===== src/rtl/master_cmd_queue.sv =====
// -----------------------------------------------------------------------------
// master_cmd_queue
//
// Purpose:
//   Buffers host commands (read/write plus address, slave select, data and
//   burst count) in a small FIFO. A four-state controller issues them one at a
//   time to a bus master port. Each issue is a single-cycle read or write
//   strobe. The controller then waits for the master to raise busy and drop it
//   again before it issues the next command.
//
// Optional feature:
//   MASTER_CMD_QUEUE_TIMEOUT_EN - when defined, a 4-bit counter runs while the
//   controller waits for busy to rise. If busy stays low for 15 cycles, the
//   command is dropped, the controller returns to idle and the sticky err_o
//   flag is set. When undefined, the controller waits indefinitely and err_o
//   is tied low.
//
// Ports:
//   clock_i        single clock, rising-edge active
//   rst_ni         asynchronous active-low reset
//   enable_i       permits starting a new command (in-flight ones complete)
//   cmd_valid_i    host offers a command this cycle
//   cmd_ready_o    queue can accept a command (not full)
//   cmd_write_i    1 = write, 0 = read
//   cmd_data_i     write data            [WORD_SIZE-1:0]
//   cmd_address_i  address               [ADDRESS_LEN-1:0]
//   cmd_slave_i    slave select          [SLAVE_LEN-1:0]
//   cmd_burst_i    burst count           [BURST_SIZE:0]
//   read_o         one-cycle read strobe to the master port
//   write_o        one-cycle write strobe to the master port
//   data_o         last issued data
//   address_o      last issued address
//   slave_o        last issued slave select
//   burst_num_o    last issued burst count
//   busy_i         master port busy indication
//   count_o        number of queued entries [clog2(DEPTH):0]
//   empty_o        queue empty
//   full_o         queue full
//   err_o          sticky acknowledge-timeout flag
// -----------------------------------------------------------------------------
module master_cmd_queue #(
    parameter int SLAVE_LEN   = 2,
    parameter int ADDRESS_LEN = 12,
    parameter int WORD_SIZE   = 8,
    parameter int BURST_SIZE  = 12,
    parameter int DEPTH       = 4
) (
    input  logic                     clock_i,
    input  logic                     rst_ni,
    input  logic                     enable_i,
    input  logic                     cmd_valid_i,
    output logic                     cmd_ready_o,
    input  logic                     cmd_write_i,
    input  logic [WORD_SIZE-1:0]     cmd_data_i,
    input  logic [ADDRESS_LEN-1:0]   cmd_address_i,
    input  logic [SLAVE_LEN-1:0]     cmd_slave_i,
    input  logic [BURST_SIZE:0]      cmd_burst_i,
    output logic                     read_o,
    output logic                     write_o,
    output logic [WORD_SIZE-1:0]     data_o,
    output logic [ADDRESS_LEN-1:0]   address_o,
    output logic [SLAVE_LEN-1:0]     slave_o,
    output logic [BURST_SIZE:0]      burst_num_o,
    input  logic                     busy_i,
    output logic [$clog2(DEPTH):0]   count_o,
    output logic                     empty_o,
    output logic                     full_o,
    output logic                     err_o
);

    localparam int PTR_W = $clog2(DEPTH);
    localparam logic [PTR_W:0] FULL_COUNT = (PTR_W + 1)'(DEPTH);

    // All fields of one command travel together through the queue.
    typedef struct packed {
        logic                   is_write;
        logic [WORD_SIZE-1:0]   data;
        logic [ADDRESS_LEN-1:0] address;
        logic [SLAVE_LEN-1:0]   slave;
        logic [BURST_SIZE:0]    burst;
    } entry_t;

    typedef enum logic [1:0] {
        ST_IDLE,
        ST_ISSUE,
        ST_WAIT_ACK,
        ST_WAIT_DONE
    } state_e;

    // -------------------------------------------------------------------------
    // Queue storage and bookkeeping
    // -------------------------------------------------------------------------
    entry_t             mem_q [DEPTH];
    entry_t             entry_in;
    entry_t             head_entry;

    logic [PTR_W-1:0]   wr_ptr_q, wr_ptr_d;
    logic [PTR_W-1:0]   rd_ptr_q, rd_ptr_d;
    logic [PTR_W:0]     count_q,  count_d;

    logic               full;
    logic               empty;
    logic               push;
    logic               pop;

    state_e             state_q, state_d;
    logic               load_issue;

    // Issue-side registers: fields hold the last issued command.
    logic                   read_q,  read_d;
    logic                   write_q, write_d;
    logic [WORD_SIZE-1:0]   data_q,  data_d;
    logic [ADDRESS_LEN-1:0] addr_q,  addr_d;
    logic [SLAVE_LEN-1:0]   slave_q, slave_d;
    logic [BURST_SIZE:0]    burst_q, burst_d;

    assign full  = (count_q == FULL_COUNT);
    assign empty = (count_q == '0);

    // A push while full is refused by holding cmd_ready_o low.
    assign push = cmd_valid_i && !full;
    // The head entry leaves the queue during the single ISSUE cycle.
    assign pop  = (state_q == ST_ISSUE);

    assign entry_in = '{
        is_write: cmd_write_i,
        data:     cmd_data_i,
        address:  cmd_address_i,
        slave:    cmd_slave_i,
        burst:    cmd_burst_i
    };

    assign head_entry = mem_q[rd_ptr_q];

    // Storage is not reset. The pointers and count define which entries are
    // valid, so stale contents are never observed.
    always_ff @(posedge clock_i) begin
        if (push) begin
            mem_q[wr_ptr_q] <= entry_in;
        end
    end

    always_comb begin
        wr_ptr_d = wr_ptr_q;
        rd_ptr_d = rd_ptr_q;
        count_d  = count_q;
        // DEPTH is a power of two, so pointer wrap is natural overflow.
        if (push) begin
            wr_ptr_d = wr_ptr_q + PTR_W'(1);
        end
        if (pop) begin
            rd_ptr_d = rd_ptr_q + PTR_W'(1);
        end
        unique case ({push, pop})
            2'b10:   count_d = count_q + (PTR_W + 1)'(1);
            2'b01:   count_d = count_q - (PTR_W + 1)'(1);
            default: count_d = count_q;
        endcase
    end

    // -------------------------------------------------------------------------
    // Acknowledge timeout (optional)
    // -------------------------------------------------------------------------
`ifdef MASTER_CMD_QUEUE_TIMEOUT_EN
    // The counter reads 0 in the first WAIT_ACK cycle and 14 in the fifteenth.
    // It is checked in that fifteenth cycle.
    localparam logic [3:0] ACK_LAST = 4'd14;

    logic [3:0] ack_cnt_q, ack_cnt_d;
    logic       err_q,     err_d;
    logic       ack_timeout;

    always_comb begin
        ack_cnt_d = (state_q == ST_WAIT_ACK) ? (ack_cnt_q + 4'd1) : 4'd0;
        err_d     = err_q | ack_timeout;
    end

    assign err_o = err_q;
`else
    assign err_o = 1'b0;
`endif

    // -------------------------------------------------------------------------
    // Issue controller: next state and issue-register loading
    // -------------------------------------------------------------------------
    always_comb begin
        state_d    = state_q;
        load_issue = 1'b0;
`ifdef MASTER_CMD_QUEUE_TIMEOUT_EN
        ack_timeout = 1'b0;
`endif
        unique case (state_q)
            ST_IDLE: begin
                // enable_i gates only this transition. A command already
                // issued always runs to completion.
                if (enable_i && !empty && !busy_i) begin
                    state_d    = ST_ISSUE;
                    load_issue = 1'b1;
                end
            end
            ST_ISSUE: begin
                state_d = ST_WAIT_ACK;
            end
            ST_WAIT_ACK: begin
                if (busy_i) begin
                    state_d = ST_WAIT_DONE;
                end
`ifdef MASTER_CMD_QUEUE_TIMEOUT_EN
                else if (ack_cnt_q == ACK_LAST) begin
                    state_d     = ST_IDLE;
                    ack_timeout = 1'b1;
                end
`endif
            end
            ST_WAIT_DONE: begin
                if (!busy_i) begin
                    state_d = ST_IDLE;
                end
            end
            default: begin
                state_d = ST_IDLE;
            end
        endcase
    end

    // Strobes and fields are registered. They are loaded on the edge that
    // enters ISSUE, so they become visible exactly during the ISSUE cycle.
    // The head is stable on that edge because nothing pops in IDLE.
    always_comb begin
        read_d  = 1'b0;
        write_d = 1'b0;
        data_d  = data_q;
        addr_d  = addr_q;
        slave_d = slave_q;
        burst_d = burst_q;
        if (load_issue) begin
            read_d  = !head_entry.is_write;
            write_d = head_entry.is_write;
            data_d  = head_entry.data;
            addr_d  = head_entry.address;
            slave_d = head_entry.slave;
            burst_d = head_entry.burst;
        end
    end

    // -------------------------------------------------------------------------
    // State registers
    // -------------------------------------------------------------------------
    always_ff @(posedge clock_i or negedge rst_ni) begin
        if (!rst_ni) begin
            state_q  <= ST_IDLE;
            wr_ptr_q <= '0;
            rd_ptr_q <= '0;
            count_q  <= '0;
            read_q   <= 1'b0;
            write_q  <= 1'b0;
            data_q   <= '0;
            addr_q   <= '0;
            slave_q  <= '0;
            burst_q  <= '0;
        end else begin
            state_q  <= state_d;
            wr_ptr_q <= wr_ptr_d;
            rd_ptr_q <= rd_ptr_d;
            count_q  <= count_d;
            read_q   <= read_d;
            write_q  <= write_d;
            data_q   <= data_d;
            addr_q   <= addr_d;
            slave_q  <= slave_d;
            burst_q  <= burst_d;
        end
    end

`ifdef MASTER_CMD_QUEUE_TIMEOUT_EN
    always_ff @(posedge clock_i or negedge rst_ni) begin
        if (!rst_ni) begin
            ack_cnt_q <= 4'd0;
            err_q     <= 1'b0;
        end else begin
            ack_cnt_q <= ack_cnt_d;
            err_q     <= err_d;
        end
    end
`endif

    // -------------------------------------------------------------------------
    // Outputs
    // -------------------------------------------------------------------------
    assign cmd_ready_o = !full;
    assign count_o     = count_q;
    assign empty_o     = empty;
    assign full_o      = full;
    assign read_o      = read_q;
    assign write_o     = write_q;
    assign data_o      = data_q;
    assign address_o   = addr_q;
    assign slave_o     = slave_q;
    assign burst_num_o = burst_q;

endmodule


===== config.mk =====
export PLATFORM = sky130hd
export DESIGN_NAME = master_cmd_queue
export DESIGN_NICKNAME = d
export VERILOG_FILES = /design/src/rtl/master_cmd_queue.sv
export SDC_FILE = /design/constraint.sdc
export NUM_CORES = 1
export LEC_CHECK = 0
export BUFFER_PORTS_ARGS = -buffer_cell sky130_fd_sc_hd__buf_2
export CAP_MARGIN = 20
export CORE_MARGIN = 10
export CORE_UTILIZATION = 47
export DETAILED_ROUTE_END_ITERATION = 12
export PLACE_DENSITY = 0.67
export SLEW_MARGIN = 20
export SYNTH_ARGS = -nofsm -noshare
export SYNTH_HDL_FRONTEND = slang
export SYNTH_SLANG_ARGS = --single-unit

===== constraint.sdc =====
create_clock -name clock_i -period 5.3 [get_ports clock_i]
set_input_delay 0.53 -clock clock_i [delete_from_list [all_inputs] [get_ports clock_i]]
set_output_delay 0.53 -clock clock_i [all_outputs]
set_load 0.03 [all_outputs]

==> qor.yml <==
synth:
  synth_top_cell_area_share_pct: 60.0
  yosys-top-cells-area: "edfxtp_1 60%, dfrtp_1 16%, mux4_2 11%, mux2_2 5.6%, ha_1 1.7%"
  synthTopCellsByCount: "144 x edfxtp_1, 46 x dfrtp_1, 36 x mux2_2, 36 x mux4_2, 10 x ha_1"
  synthArstFlopShare_pct: 24.2
  synth_seq_area_share_pct: 76.0
  synth_cell_type_count: 31
  yosysTopAreaCell: "edfxtp_1"
  ys_ff_latch: 190
  synth-edff-count: 144
  syn_nets: 377
  ys_warn_count: 0
  syn_inst: 325
  synthFlopType: "edfxtp_1"
  synth_area_um2: 7200
  synth.avg_cell_area_um2: 22.2
  yosysMostFrequentCell: "edfxtp_1"
place:
  dp_slack_ns: 3.01
  placed_cells: 586
  place_congestion: 0.681
  dp_hpwl_mm: 7.56
  numPortBuffers: 83
hold_path:
  min_path_type: "in -> async"
route:
  ant_nets: 0
  drc_errors: 0
  vias: 3311
  drt-total-wl_mm: 12.9
  drt_iter0_drc: 154
  wl_per_cell_um: 20.9
  drt_pass1_iterations: 4
  via_per_inst: 5.36
sta:
  timing.fmax_ghz: 0.434
  worstMarginPinSlew_ns: 1.06
  tns_ns: 0
  hold_violations: 0
  holdWs_ns: 0.219
  finalSetupViolCount: 0
  fin_ws_ns: 3.00
  drv_slew: 0
  period_needed_ns: 2.30
  final.period_utilization_pct: 43.4
  maxSlewHeadroom_pct: 29.4
  rsz0062_at_grt: "false"
  skew_ns: 0.00984
clock_tree:
  cts_buffer_depth: 2
  cts_setup_buffers: 0
  cts.reportedPaths.clkPinSlew_ns: 0.07
  postCtsHoldBufs: 0
  clock_latency_ns: 0.43
  cts_tree: "done"
  htreeDepth: 4
  clockRootBuffer: "clkbuf_16"
  cts.sinks: 190
  cts-resized-gates: 0
  cts_inserted_buffers: 17
global_route:
  grt_pass1_vias: 3682
  grt_overflow_total: 0
  grt_pass1_wl_mm: 20.5
  grt_max_degree: 47
  grt_usage_pct: 13.6
  antenna_found_initial: 0
worst_setup_path:
  endpoint: "count_o[2]"
  critPathKind: "reg -> reg"
  critPathLaunchType: "flop"
  arrival_ns: 2.66
  cp.required_ns: 5.65
  critPathCaptureType: "flop"
  worstRegToRegCells: 9
  cp_max_fo: 7
  r2r_end: "count_o[2]"
  reg2reg_slack_ns: 3.00
  crit_start: "count_o[0]"
  rr_startpoint: "count_o[0]"
floorplan:
  fp.dieH_um: 144
  rows: 45
  start_util_pct: 47.7
  boundaryPins: 85
  die_w_um: 144
  dieArea_um2: 20700
  core_area_um2: 15100
finish:
  fillCellCount: 1199
  area_delta_synth_final_pct: 16.4
  diodes: 0
  final_layout_size_suffix_gt1_share_pct: 46.7
  fin_cells: 618
  final_util_pct: 55.6
  nets: 469
power:
  ir_drop_v: 0.000285
  powerDensity_nw_per_um2: 599
  leakagePower_nw: 3.11
status:
  outcome: "completed"
job:
  drv_cap: 0
-- where the power goes --
part	switching, mW	internal [mW]
clock	0.537	0.754
sequential	0.248	2.03
combinational	0.813	0.636
total	1.60	3.42
-- worst max-delay path, stage by stage, from the launching register on --
cell	delay (ns)
dfrtp_1	0.44
or3b_1	0.49
and2_4	0.23
inv_1	0.05
ha_1	0.18
inv_1	0.06
fa_1	0.37
xor2_1	0.15
nor2_1	0.12
xor2_1	0.15
-- cells in the final DEF, fill, tap and decap left out --
master      netlist  final
or4b_1            1      1
bufinv_16         0      3
fa_1              1      1
nand2b_1          2      2
and2_4            1      1
a21boi_0          1      1
edfxtp_1        144    144
clkinv_2          0      4
dfrtp_2           0      2
mux2i_1           1      1
buf_4             1      3
conb_1            1      1
xor2_1            3      3
ha_1             10     10
clkbuf_8          0      1
mux2_4            1      1
and2_1            1      1
nand2_1           2      2
nor3_2            1      1
nor4_2            1      1
inv_1             9      9
nor2_1            2      2
clkbuf_16         0     17
inv_6             0      1
nand4_1           2      2
o21ai_0           1      1
xnor2_1           3      3
mux4_2           36     36
clkinvlp_4        0      3
nor3_4            1      1
clkinv_4          0      3
or3b_1            1      1
dfrtp_1          46     44
and3_2            0      4
mux2_2           36     36
buf_2             3     83
-- metal layers --
layer  part of all wire, %  vias to the layer above  track usage, %
met5                     0                        -               0
met4                   1.6                        0            5.64
met3                   4.1                       17            3.17
met2                    54                       78            23.8
met1                    40                     1733            15.7
li1                      -                     1483               -
-- cells by family (layout without fill, tap and decap cells) --
group / after synthesis / in the layout / share of synthesized area, %
AOI/OAI and AO/OA: 2 / 2 / 0.174
DFF: 190 / 190 / 76.0
muxes: 74 / 74 / 17.2
buffers and inverters: 22 / 127 / 1.89
and+or+nand+nor: 19 / 19 / 1.91
adders and majority gates: 11 / 11 / 2.01
other: 1 / 1 / 0.0521
xor gates and xnor gates: 6 / 6 / 0.730
-- state kept, by name, indices dropped and copies added (netlist names) --
| register | flops |
|---|---|
| mem_q | 144 |
| burst_num_o | 13 |
| address_o | 12 |
| data_o | 8 |
| count_o | 3 |
| rd_ptr_q | 2 |
| slave_o | 2 |
| state_q | 2 |
| wr_ptr_q | 2 |
| read_o | 1 |
| write_o | 1 |
-- area by class of cell --
class / count / area [µm²] / area share [%]
flip-flops and latches: 190 / 5480 / 65.3
multi-input cells: 113 / 1600 / 19.0
clock buffers: 18 / 439 / 5.23
repair buffers: 86 / 438 / 5.22
well taps: 188 / 235 / 2.80
clock inverters: 14 / 168 / 2.00
inverters: 9 / 33.8 / 0.403
-- worst min-delay path by stage --
| stage | to | slack, ns | depth (start not counted) |
|---|---|---|---|
| after floorplan | address_o[0] | 0.23 | 0 |
| after global placement | data_o[4] | 0.49 | 1 |
| after detailed placement | data_o[0] | 0.49 | 1 |
| after CTS | burst_num_o[7] | 0.24 | 2 |
| after global routing | burst_num_o[7] | 0.27 | 2 |
| final | burst_num_o[6] | 0.22 | 2 |
-- metrics by stage --
step | instance area (µm²) | total power [mW]
finish | 8390 | 5.02
global route | 8390 | 5.29
CTS | 8390 | 5.10
detailed placement | 7780 | 3.80
global placement | 7780 | 3.75
floorplan | 7200 | 3.37
Note: power is estimated with default switching activity, not from simulation.
